===== src/rtl/mp_add_seq_if.sv =====
// Word-stream bundle for mp_add_seq: operand input, adder link, result output.
// The master side feeds operand words, plays the adder and drains results.
interface mp_add_seq_if #(
    parameter int WIDTH = 16,
    parameter int IDX_W = 8
);
    logic             in_valid;
    logic             in_ready;
    logic [WIDTH-1:0] in_a;
    logic [WIDTH-1:0] in_b;
    logic             in_first;
    logic             in_last;
    logic             in_sub;

    logic [WIDTH-1:0] adder_a;
    logic [WIDTH-1:0] adder_b;
    logic             adder_cin;
    logic [WIDTH-1:0] adder_s;
    logic             adder_cout;

    logic             out_valid;
    logic             out_ready;
    logic [WIDTH-1:0] out_sum;
    logic             out_last;
    logic             out_carry;
    logic             out_ovf;
    logic [IDX_W-1:0] out_idx;

    modport master (
        output in_valid, in_a, in_b, in_first, in_last, in_sub,
        input  in_ready,
        input  adder_a, adder_b, adder_cin,
        output adder_s, adder_cout,
        input  out_valid, out_sum, out_last, out_carry, out_ovf, out_idx,
        output out_ready
    );

    modport slave (
        input  in_valid, in_a, in_b, in_first, in_last, in_sub,
        output in_ready,
        output adder_a, adder_b, adder_cin,
        input  adder_s, adder_cout,
        output out_valid, out_sum, out_last, out_carry, out_ovf, out_idx,
        input  out_ready
    );
endinterface


===== src/rtl/mp_add_seq.sv =====
// Multi-precision add/subtract sequencer around an external carry-propagate adder.
// Words arrive LSW first; the carry is chained across cycles via carry_q.
module mp_add_seq #(
    parameter int WIDTH = 16,
    parameter int IDX_W = 8
) (
    input logic         clk,
    input logic         rst_n,
    mp_add_seq_if.slave bus
);
    typedef enum logic {
        IDLE = 1'b0,
        RUN  = 1'b1
    } state_t;

    state_t           state_q;
    state_t           state_d;
    logic             carry_q;
    logic             sub_q;
    logic [IDX_W-1:0] idx_q;
    logic [IDX_W-1:0] idx_d;

    logic             out_valid_q;
    logic [WIDTH-1:0] out_sum_q;
    logic             out_last_q;
    logic             out_carry_q;
    logic             out_ovf_q;

    logic             is_first;
    logic             sub_eff;
    logic             in_ready;
    logic             xfer;
    logic             ovf_d;
    logic [WIDTH-1:0] b_eff;

    // A word seen while idle starts a new operation even without in_first.
    assign is_first = bus.in_first | (state_q == IDLE);
    assign sub_eff  = is_first ? bus.in_sub : sub_q;
    assign b_eff    = bus.in_b ^ {WIDTH{sub_eff}};

    assign bus.adder_a   = bus.in_a;
    assign bus.adder_b   = b_eff;
    assign bus.adder_cin = is_first ? bus.in_sub : carry_q;

    assign in_ready     = ~out_valid_q | bus.out_ready;
    assign bus.in_ready = in_ready;
    assign xfer         = bus.in_valid & in_ready;

    assign ovf_d = bus.in_last
                 & (bus.in_a[WIDTH-1] == b_eff[WIDTH-1])
                 & (bus.adder_s[WIDTH-1] != bus.in_a[WIDTH-1]);

    always_comb begin
        idx_d = '0;
        if (!is_first) begin
            idx_d = (&idx_q) ? idx_q : idx_q + 1'b1;
        end
    end

    always_comb begin
        state_d = state_q;
        if (xfer) begin
            state_d = bus.in_last ? IDLE : RUN;
        end
    end

    always_ff @(posedge clk or negedge rst_n) begin
        if (!rst_n) begin
            state_q <= IDLE;
        end else begin
            state_q <= state_d;
        end
    end

    always_ff @(posedge clk or negedge rst_n) begin
        if (!rst_n) begin
            carry_q     <= 1'b0;
            sub_q       <= 1'b0;
            idx_q       <= '0;
            out_valid_q <= 1'b0;
            out_sum_q   <= '0;
            out_last_q  <= 1'b0;
            out_carry_q <= 1'b0;
            out_ovf_q   <= 1'b0;
        end else if (xfer) begin
            carry_q     <= bus.adder_cout;
            if (is_first) begin
                sub_q <= bus.in_sub;
            end
            idx_q       <= idx_d;
            out_valid_q <= 1'b1;
            out_sum_q   <= bus.adder_s;
            out_last_q  <= bus.in_last;
            out_carry_q <= bus.adder_cout;
            out_ovf_q   <= ovf_d;
        end else if (bus.out_ready) begin
            out_valid_q <= 1'b0;
        end
    end

    assign bus.out_valid = out_valid_q;
    assign bus.out_sum   = out_sum_q;
    assign bus.out_last  = out_last_q;
    assign bus.out_carry = out_carry_q;
    assign bus.out_ovf   = out_ovf_q;
    assign bus.out_idx   = idx_q;
endmodule


===== src/flat_wrapper.sv =====
// flat-port wrapper written by rule: the top's interface ports become plain ports
module mp_add_seq_flat 
#(
    parameter int WIDTH = 16,
    parameter int IDX_W = 8
)
  (clk, rst_n, bus_in_valid, bus_in_a, bus_in_b, bus_in_first, bus_in_last, bus_in_sub, bus_in_ready, bus_adder_a, bus_adder_b, bus_adder_cin, bus_adder_s, bus_adder_cout, bus_out_valid, bus_out_sum, bus_out_last, bus_out_carry, bus_out_ovf, bus_out_idx, bus_out_ready);
  mp_add_seq_if #(.WIDTH(WIDTH), .IDX_W(IDX_W)) bus_i ();
  input logic clk;
  input logic rst_n;
  input wire logic [$bits(bus_i.in_valid)-1:0] bus_in_valid;
  input wire logic [$bits(bus_i.in_a)-1:0] bus_in_a;
  input wire logic [$bits(bus_i.in_b)-1:0] bus_in_b;
  input wire logic [$bits(bus_i.in_first)-1:0] bus_in_first;
  input wire logic [$bits(bus_i.in_last)-1:0] bus_in_last;
  input wire logic [$bits(bus_i.in_sub)-1:0] bus_in_sub;
  output wire logic [$bits(bus_i.in_ready)-1:0] bus_in_ready;
  output wire logic [$bits(bus_i.adder_a)-1:0] bus_adder_a;
  output wire logic [$bits(bus_i.adder_b)-1:0] bus_adder_b;
  output wire logic [$bits(bus_i.adder_cin)-1:0] bus_adder_cin;
  input wire logic [$bits(bus_i.adder_s)-1:0] bus_adder_s;
  input wire logic [$bits(bus_i.adder_cout)-1:0] bus_adder_cout;
  output wire logic [$bits(bus_i.out_valid)-1:0] bus_out_valid;
  output wire logic [$bits(bus_i.out_sum)-1:0] bus_out_sum;
  output wire logic [$bits(bus_i.out_last)-1:0] bus_out_last;
  output wire logic [$bits(bus_i.out_carry)-1:0] bus_out_carry;
  output wire logic [$bits(bus_i.out_ovf)-1:0] bus_out_ovf;
  output wire logic [$bits(bus_i.out_idx)-1:0] bus_out_idx;
  input wire logic [$bits(bus_i.out_ready)-1:0] bus_out_ready;
  assign bus_i.in_valid = bus_in_valid;
  assign bus_i.in_a = bus_in_a;
  assign bus_i.in_b = bus_in_b;
  assign bus_i.in_first = bus_in_first;
  assign bus_i.in_last = bus_in_last;
  assign bus_i.in_sub = bus_in_sub;
  assign bus_in_ready = bus_i.in_ready;
  assign bus_adder_a = bus_i.adder_a;
  assign bus_adder_b = bus_i.adder_b;
  assign bus_adder_cin = bus_i.adder_cin;
  assign bus_i.adder_s = bus_adder_s;
  assign bus_i.adder_cout = bus_adder_cout;
  assign bus_out_valid = bus_i.out_valid;
  assign bus_out_sum = bus_i.out_sum;
  assign bus_out_last = bus_i.out_last;
  assign bus_out_carry = bus_i.out_carry;
  assign bus_out_ovf = bus_i.out_ovf;
  assign bus_out_idx = bus_i.out_idx;
  assign bus_i.out_ready = bus_out_ready;
  mp_add_seq #(.WIDTH(WIDTH), .IDX_W(IDX_W)) u_core (.clk(clk), .rst_n(rst_n), .bus(bus_i));
endmodule

===== config.mk =====
export PLATFORM = sky130hd
export DESIGN_NAME = mp_add_seq_flat
export DESIGN_NICKNAME = d
export VERILOG_FILES = /design/src/rtl/mp_add_seq_if.sv /design/src/rtl/mp_add_seq.sv /design/src/flat_wrapper.sv
export SDC_FILE = /design/constraint.sdc
export NUM_CORES = 1
export LEC_CHECK = 0
export ABC_AREA = 1
export BUFFER_PORTS_ARGS = -buffer_cell sky130_fd_sc_hd__clkbuf_2
export CORE_MARGIN = 1.5
export CORE_UTILIZATION = 37
export CTS_CLUSTER_DIAMETER = 120
export DETAILED_ROUTE_END_ITERATION = 16
export PLACE_DENSITY = 0.74
export SLEW_MARGIN = 20
export SYNTH_ARGS = -nofsm -noshare
export SYNTH_HDL_FRONTEND = slang
export SYNTH_SLANG_ARGS = --single-unit

===== constraint.sdc =====
create_clock -name clk -period 1.2 [get_ports clk]
set_input_delay 0.24 -clock clk [delete_from_list [all_inputs] [get_ports clk]]
set_output_delay 0.24 -clock clk [all_outputs]
set_load 0.01 [all_outputs]

==> Word-level counts from Yosys, hierarchy flattened <==
Cells that the tools add are included.
{ "classes": {"addsub": 1, "n_eq_ne": 3, "n_mux": 7, "bitwise_logic": 8, "n_reduce_logical": 3} }
{ "op_table": {"columns": ["cell", "n"], "rows": [
  ["$mux W8", 2],
  ["$xor A16 B16 Y16", 1],
  ["$add A8 B1 Y8 const B", 1],
  ["$reduce_and A8 Y1", 1],
  ["$mux W1", 5],
  ["$and A1 B1 Y1", 3],
  ["$ne A2 B1 Y1 const B", 1],
  ["$not A1 Y1", 2],
  ["$or A1 B1 Y1", 2],
  ["$reduce_and A2 Y1", 1],
  ["$reduce_bool A2 Y1", 1],
  ["$eq A1 B1 Y1", 1],
  ["$ne A1 B1 Y1", 1]
]} }
{ "totals": {"regBits": 30, "inputBits": 56, "output_inout_bits": 62, "elab_cells": 30} }

==> Depth between registers and ports, before layout <==
Gate-level depths: netlist of run 1.
{ "depth": {"ltp_word": 7, "ltp_mapped": 8, "ltp_nobuf": 8} }

==> Least setup slack after synthesis of run 1 <==
No wires, ideal clock.
{ "synth_path": {"path_type": "reg2out", "startpoint": "register u_core.state_q", "endpoint": "output bus_adder_b[10]", "t_arrival_ns": 1.165, "t_required_ns": 0.960, "setup_slack_ns": -0.205, "stages_incl_launch_ff": 6, "path_buffers": 1, "path_cell_list": "dfrtp_1 nand2_2 nand2_1 nand2_4 buf_6 xor2_1"} }
{ "synth_via": {"elab_chain_len": 4} }
{ "synth_rtl": {"columns": ["item", "line", "rtl"], "rows": [
  ["start, declared", "mp_add_seq.sv:16", "state_t state_q;"],
  ["start signal, assigned", "mp_add_seq.sv:71", "state_q <= state_d;"],
  ["$not A1 Y1", "mp_add_seq.sv:37", "assign is_first = bus.in_first | (state_q == IDLE);"],
  ["$or A1 B1 Y1", "mp_add_seq.sv:37", null],
  ["$mux W1", null, null],
  ["$xor A16 B16 Y16", "mp_add_seq.sv:39", "assign b_eff = bus.in_b ^ {WIDTH{sub_eff}};"],
  ["end, declared", "flat_wrapper.sv:19", "output wire logic [$bits(bus_i.adder_b)-1:0] bus_adder_b;"]
]} }
No other way between the ends.

==> Final worst setup path of run 1 <==
{ "layout_path": {"startpoint": "register u_core.state_q", "endpoint": "output bus_adder_b[7]"} }
Same word-level chain as after synthesis.

==> metrics.md, run 1 <==
| Metric | Value |
|---|---|
| Die Span X | `69.9 um` |
| Largest net degree at the start of global routing | `18` |
| Relative slew slack | `0.742` |
| Hold path cells | `3` |
| Power Density | `1120 mW/mm^2` |
| Min-Delay Path Class | `input port to register` |
| Deepest clock path buffer count | `2` |
| Worst setup SP type | `register` |
| Drt total wl | `4320 um` |
| Fmax | `612 MHz` |
| WS Path Type | `register to primary output` |
| CTS buffer count | `5` |
| Fin crit share | `1.36` |
| Via Count | `1659` |
| Site Rows | `24` |
| Syn_nets | `267` |
| Setup WS post-layout | `-0.433 ns` |
| Ys Warns | `0` |
| Worst r2r src | `u_core.state_q` |
| Cell total after placement | `348` |
| Synth-to-Final Area Change | `65.6%` |
| Post-route ant nets | `0` |
| Seq/Total Area, Yosys | `0.454` |
| Post-Synthesis Cells | `210` |
| Synth Cell Area | `0.00166 mm^2` |
| Initial core utilization | `0.383` |
| Status | `finished, violations left` |
| Failing checks | `negative setup slack` |
| CTS clk-pin slew, worst paths | `0.06 ns` |
| Wire per inst | `11.8 um` |
| I/O Pins | `118` |
| DRC | `0` |
| Final instance area | `0.00274 mm^2` |
| Vias in the first global route | `1497` |
| Tmin final | `1.63 ns` |
| Clock tree from TritonCTS | `yes` |
| Post-DP Area | `0.00233 mm^2` |
| Max-cap violations | `0` |
| Worst R2R End | `u_core.bus.out_idx[3]` |
| Final Hold Viols | `0` |
| Hold Crit Start | `bus_adder_s[14]` |
| Final setup violation count | `26` |
| Multi-input logic area | `0.00104 mm^2` |
| Peak VDD IR | `0.650 mV` |
| Mean Syn Cell Area | `7.88 um^2` |
| NumNets Final | `371` |
| Register Area | `752 um^2` |
| Crit path required time | `0.96 ns` |
| HPWL Detailed | `3060 um` |
| Global route overflow | `0` |
| Most frequent cells in the layout | `nand2_1, clkbuf_2, dfrtp_1` |
| Endpoint type of the worst setup path | `primary output` |
| RSZ-0062 raised after global routing | `true` |
| Core area | `0.00432 mm^2` |
| Synth unique cells | `19` |
| First-pass DRT Iterations | `4` |
| GRT Total Usage | `0.177` |
| Top-area cell type share of the netlist area | `0.454` |
| Post-Layout Cell Count | `365` |
| Starting DRT DRC Count | `39` |
| Commonest non-fill, non-tap cell in the layout | `nand2_1` |
| Pins Over Slew Limit | `0` |
| Core Util, Final | `0.634` |
| Num Clock Sinks | `30` |
| Clock skew | `0.00311 ns` |
| Inserted Diodes | `0` |
| Pleak | `1.51 nW` |
| FF-to-FF path depth | `9` |
| Port bufs | `87` |
| Hold endpoint | `u_core.bus.out_sum[14]` |
| Arrival @ worst endpoint | `1.39 ns` |
| Top post-synthesis cells by area | `dfrtp_1, nand2_1, xor2_1` |
| Setup TNS | `-7.18 ns` |
| Worst-path fanout max | `8` |
| Largest area contributor in the netlist | `dfrtp_1` |
| Height of the die | `69.9 um` |
| Worst-Margin Slew | `0.387 ns` |
| Later-pin clock latency in the skew report | `0.27 ns` |
| First-pass GRT wire length | `6820 um` |
| Clk root buf | `clkbuf_8` |
| Placer Congestion | `0.843` |
| Layout cells sized above 1 | `0.530` |
| R2r setup slk | `-0.13 ns` |
| Fill cells | `373` |
| CTS H-tree depth | `2` |
| Antenna violations before repair | `0` |
| Via/cell ratio | `4.55` |
| Full die area | `0.00488 mm^2` |
| Yosys reg bits | `30` |
-- flip-flops by register name, indices dropped and copies added, names as in the netlist --
signal / flops
u_core.bus.out_idx: 8
u_core.bus.out_last: 1
u_core.bus.out_ovf: 1
u_core.bus.out_sum: 16
u_core.bus.out_valid: 1
u_core.carry_q: 1
u_core.state_q: 1
u_core.sub_q: 1
-- worst max-delay path by stage --
stage,cells after the start,slack [ns],startpoint,endpoint
floorplan,7,-0.15,u_core.bus.out_idx[1],u_core.bus.out_idx[2]
global placement,7,-0.19,bus_in_first,bus_adder_b[11]
detailed placement,6,-0.21,bus_in_first,bus_adder_b[4]
CTS,5,-0.47,u_core.state_q,bus_adder_b[12]
global route,4,-0.50,u_core.state_q,bus_adder_b[7]
finish,4,-0.43,u_core.state_q,bus_adder_b[7]
-- worst max-delay path, stage by stage, from the launching register on --
cell	delay (ns)
dfrtp_2	0.41
nand3_4	0.19
nand2_8	0.23
xor2_2	0.14
buf_2	0.14
-- per-stage QoR --
step	total power, mW	hold WS, ns	setup WS (ns)
detailed placement	2.15	0.182	-0.213
finish	3.08	0.161	-0.433
CTS	3.01	0.157	-0.473
global route	3.26	0.163	-0.497
floorplan	1.80	-0.0556	-0.151
global placement	2.12	0.173	-0.193
-- Yosys cell counts, drive strengths merged --
cell type / n
clkbuf: 2
o21ai: 8
nand4: 1
nand3: 15
or2: 2
xor2: 17
nor2: 10
a31oi: 1
buf: 20
inv: 15
nor3: 1
nand2: 87
ha: 1
dfrtp: 30
-- report_power, final --
part | leakage [nW] | switching [mW] | internal, mW
clock network | 0.0431 | 0.325 | 0.441
registers | 0.378 | 0.0791 | 1.13
logic | 1.09 | 0.592 | 0.519
-- cell type report --
| type | count | area share |
|---|---|---|
| Tap cell | 52 | 0.0237 |
| Clock buffer | 6 | 0.0301 |
| Inverter | 15 | 0.0224 |
| Timing Repair Buffer | 116 | 0.270 |
| Multi-Input combinational cell | 146 | 0.380 |
| Sequential cell | 30 | 0.274 |
-- what timing repair did --
item	in CTS	in global routing
cloned	3	0
hold endpoints to repair	13	0
setup buffers	3	5
setup endpoints to repair	26	50
pin swaps	20	19
hold buffers	1	0
gates resized for setup	23	57
-- per-layer routing --
metal | global-route usage | vias to the layer above | wire [um]
li1 | - | 828 | -
met1 | 0.223 | 744 | 1700
met2 | 0.297 | 77 | 2210
met3 | 0.0375 | 10 | 336
met4 | 0.0705 | 0 | 78
met5 | 0 | - | 0
-- cells by family (layout without fill, tap and decap cells) --
group / Yosys count / count (layout) / share of synthesized area
and+or+nand+nor: 116 / 119 / 0.290
buffers and inverters: 37 / 137 / 0.131
DFF: 30 / 30 / 0.454
xor gates and xnor gates: 17 / 17 / 0.0899
AOI/OAI and AO/OA: 9 / 9 / 0.0280
adders and majority gates: 1 / 1 / 0.00756
(Power assumes the default switching activity.)
==> run 2: changes to the inputs <==
CELL_PAD_IN_SITES_DETAIL_PLACEMENT = 1   (was default)
CELL_PAD_IN_SITES_GLOBAL_PLACEMENT = 1   (was default)
CORE_UTILIZATION = 24   (was 37)
PLACE_DENSITY = 0.72   (was 0.74)
==> metrics.md, run 2 (synthesized netlist as in run 1, its figures left out) <==
| Metric | Value |
|---|---|
| Status | `finished, violations left (unchanged)` |
| Failing checks | `negative setup slack (unchanged)` |
| Worst-Margin Slew | `0.393 ns (was 0.387 ns)` |
| Post-Layout Cell Count | `394 (was 365)` |
| R2r setup slk | `-0.17 ns (was -0.13 ns)` |
| NumNets Final | `371 (unchanged)` |
| Num Clock Sinks | `30 (unchanged)` |
| Power Density | `1220 mW/mm^2 (was 1120 mW/mm^2)` |
| Vias in the first global route | `1797 (was 1497)` |
| Hold Crit Start | `bus_adder_s[10] (was bus_adder_s[14])` |
| GRT Total Usage | `0.140 (was 0.177)` |
| DRC | `0 (unchanged)` |
| Inserted Diodes | `0 (unchanged)` |
| Worst r2r src | `u_core.bus.out_idx[1] (was u_core.state_q)` |
| WS Path Type | `register to primary output (unchanged)` |
| I/O Pins | `118 (unchanged)` |
| Crit path max-delay family | `flip-flops (was simple AND/OR/NAND/NOR gates)` |
| CTS clk-pin slew, worst paths | `0.07 ns (was 0.06 ns)` |
| Global route overflow | `0 (unchanged)` |
| Antenna violations before repair | `0 (unchanged)` |
| Via Count | `1692 (was 1659)` |
| Worst setup SP type | `register (unchanged)` |
| Site Rows | `30 (was 24)` |
| Core Util, Final | `0.418 (was 0.634)` |
| Core area | `0.00672 mm^2 (was 0.00432 mm^2)` |
| Largest net degree at the start of global routing | `31 (was 18)` |
| Crit-path slowest cell | `dfrtp_1 (was dfrtp_2)` |
| Pleak | `1.52 nW (was 1.51 nW)` |
| Full die area | `0.00740 mm^2 (was 0.00488 mm^2)` |
| Worst-path fanout max | `8 (unchanged)` |
| Synth-to-Final Area Change | `69.6% (was 65.6%)` |
| Clock tree from TritonCTS | `yes (unchanged)` |
| Relative slew slack | `0.738 (was 0.742)` |
| Fin crit share | `1.37 (was 1.36)` |
| HPWL Detailed | `3620 um (was 3060 um)` |
| Fill cells | `801 (was 373)` |
| First-pass DRT Iterations | `3 (was 4)` |
| Final setup violation count | `26 (unchanged)` |
| Die Span X | `86.1 um (was 69.9 um)` |
| Crit-path max cell delay | `0.41 ns (about the same)` |
| Starting DRT DRC Count | `74 (was 39)` |
| Pins Over Slew Limit | `0 (unchanged)` |
| CTS buffer count | `5 (unchanged)` |
| Port bufs | `87 (unchanged)` |
| Arrival @ worst endpoint | `1.41 ns (was 1.39 ns)` |
| Later-pin clock latency in the skew report | `0.28 ns (was 0.27 ns)` |
| Deepest clock path buffer count | `2 (unchanged)` |
| Commonest non-fill, non-tap cell in the layout | `nand2_1 (unchanged)` |
| Tmin final | `1.65 ns (was 1.63 ns)` |
| Worst-path cell chain | `nand2_2, nand2_4, nand2_8, buf_12, xor2_4, buf_6 (was nand3_4, nand2_8, xor2_2, buf_2)` |
| Fmax | `608 MHz (was 612 MHz)` |
| Max-cap violations | `0 (unchanged)` |
| Crit path from | `u_core.state_q (unchanged)` |
| Cell total after placement | `374 (was 348)` |
| Setup WS post-layout | `-0.445 ns (was -0.433 ns)` |
| First-pass GRT wire length | `8170 um (was 6820 um)` |
| Wire per inst | `12.4 um (was 11.8 um)` |
| Final hold slack | `0.150 ns (was 0.161 ns)` |
| Setup TNS | `-7.82 ns (was -7.18 ns)` |
| Most frequent cells in the layout | `nand2_1, clkbuf_2, dfrtp_1 (unchanged)` |
| Initial core utilization | `0.246 (was 0.383)` |
| Max reg flops | `16 (unchanged)` |
| Min-Delay Path Class | `input port to register (unchanged)` |
| Crit path required time | `0.96 ns (about the same)` |
| Peak VDD IR | `0.366 mV (was 0.650 mV)` |
| Via/cell ratio | `4.29 (was 4.55)` |
| Post-route ant nets | `0 (unchanged)` |
| Placer Congestion | `0.728 (was 0.843)` |
| WP buf/inv | `2 (was 1)` |
| Height of the die | `86.1 um (was 69.9 um)` |
| Drt total wl | `4880 um (was 4320 um)` |
| CTS H-tree depth | `2 (unchanged)` |
| Layout cells sized above 1 | `0.545 (was 0.530)` |
| Clk root buf | `clkbuf_8 (unchanged)` |
| RSZ-0062 raised after global routing | `true (unchanged)` |
| Endpoint type of the worst setup path | `primary output (unchanged)` |
| Clock skew | `0.00752 ns (was 0.00311 ns)` |
| Final Hold Viols | `0 (unchanged)` |
| Final instance area | `0.00281 mm^2 (was 0.00274 mm^2)` |
| Post-DP Area | `0.00234 mm^2 (was 0.00233 mm^2)` |
-- run 2: changes by cell type in the layout (fill, tap and decap cells not counted), sizes merged --
cell | previous run | this run
bufinv | 0 | 1
buf | 47 | 51
clkbuf | 74 | 72
nand2 | 90 | 88
-- run 2: worst paths after layout --
kind	to	depth (start not counted)
worst min-delay path	u_core.bus.out_sum[10]	3
worst max-delay path	bus_adder_b[6]	6
max in group asynchronous	u_core.bus.out_idx[3]	3
worst min register to register	u_core.bus.out_sum[2]	2
worst max register to register	u_core.bus.out_idx[2]	7
min in group asynchronous	u_core.bus.out_ovf	3
-- run 2: per-layer routing --
metal | share of wire | wire, um | vias to the layer above | global-route usage
met3 | 0.068 | 332 | 9 | 0.0366
met2 | 0.53 | 2590 | 54 | 0.255
li1 | - | - | 824 | -
met1 | 0.39 | 1900 | 805 | 0.156
met4 | 0.012 | 60 | 0 | 0.0513
met5 | 0 | 0 | - | 0
-- run 2: stage by stage --
stage / total power [mW] / worst slack, ns
after floorplan: 1.80 / -0.151
after global placement: 2.13 / -0.188
after detailed placement: 2.16 / -0.255
after CTS: 3.37 / -0.460
after global routing: 3.62 / -0.503
final: 3.42 / -0.445
-- run 2: where the power goes --
group	total, mW	switching, mW	internal (mW)
Clock	1.04	0.380	0.664
Combinational	1.17	0.584	0.589
Sequential	1.20	0.0770	1.13
-- run 2: timing repair --
action,4_1_cts,5_1_grt
gates cloned,1,0
setup endpoints to repair,27,49
resized for setup,21,59
buffers inserted,9,7
hold buffers,1,0
pin swaps,9,21
endpoints found under the hold margin,30,0
-- run 2: final cells by class --
| class | count | area, um^2 | share of cell area |
|---|---|---|---|
| Multi-Input combinational cell | 144 | 963 | 0.343 |
| Inverter | 15 | 63.8 | 0.0227 |
| Sequential cell | 30 | 751 | 0.267 |
| Clock inverter | 1 | 30.0 | 0.0107 |
| Tap cell | 80 | 100 | 0.0357 |
| Clock buffer | 6 | 82.6 | 0.0294 |
| Timing Repair Buffer | 118 | 817 | 0.291 |
-- run 2: worst min-delay path: stages --
cell      delay [ns]
clkbuf_2        0.07
nand2_1         0.04
nand2_1         0.04
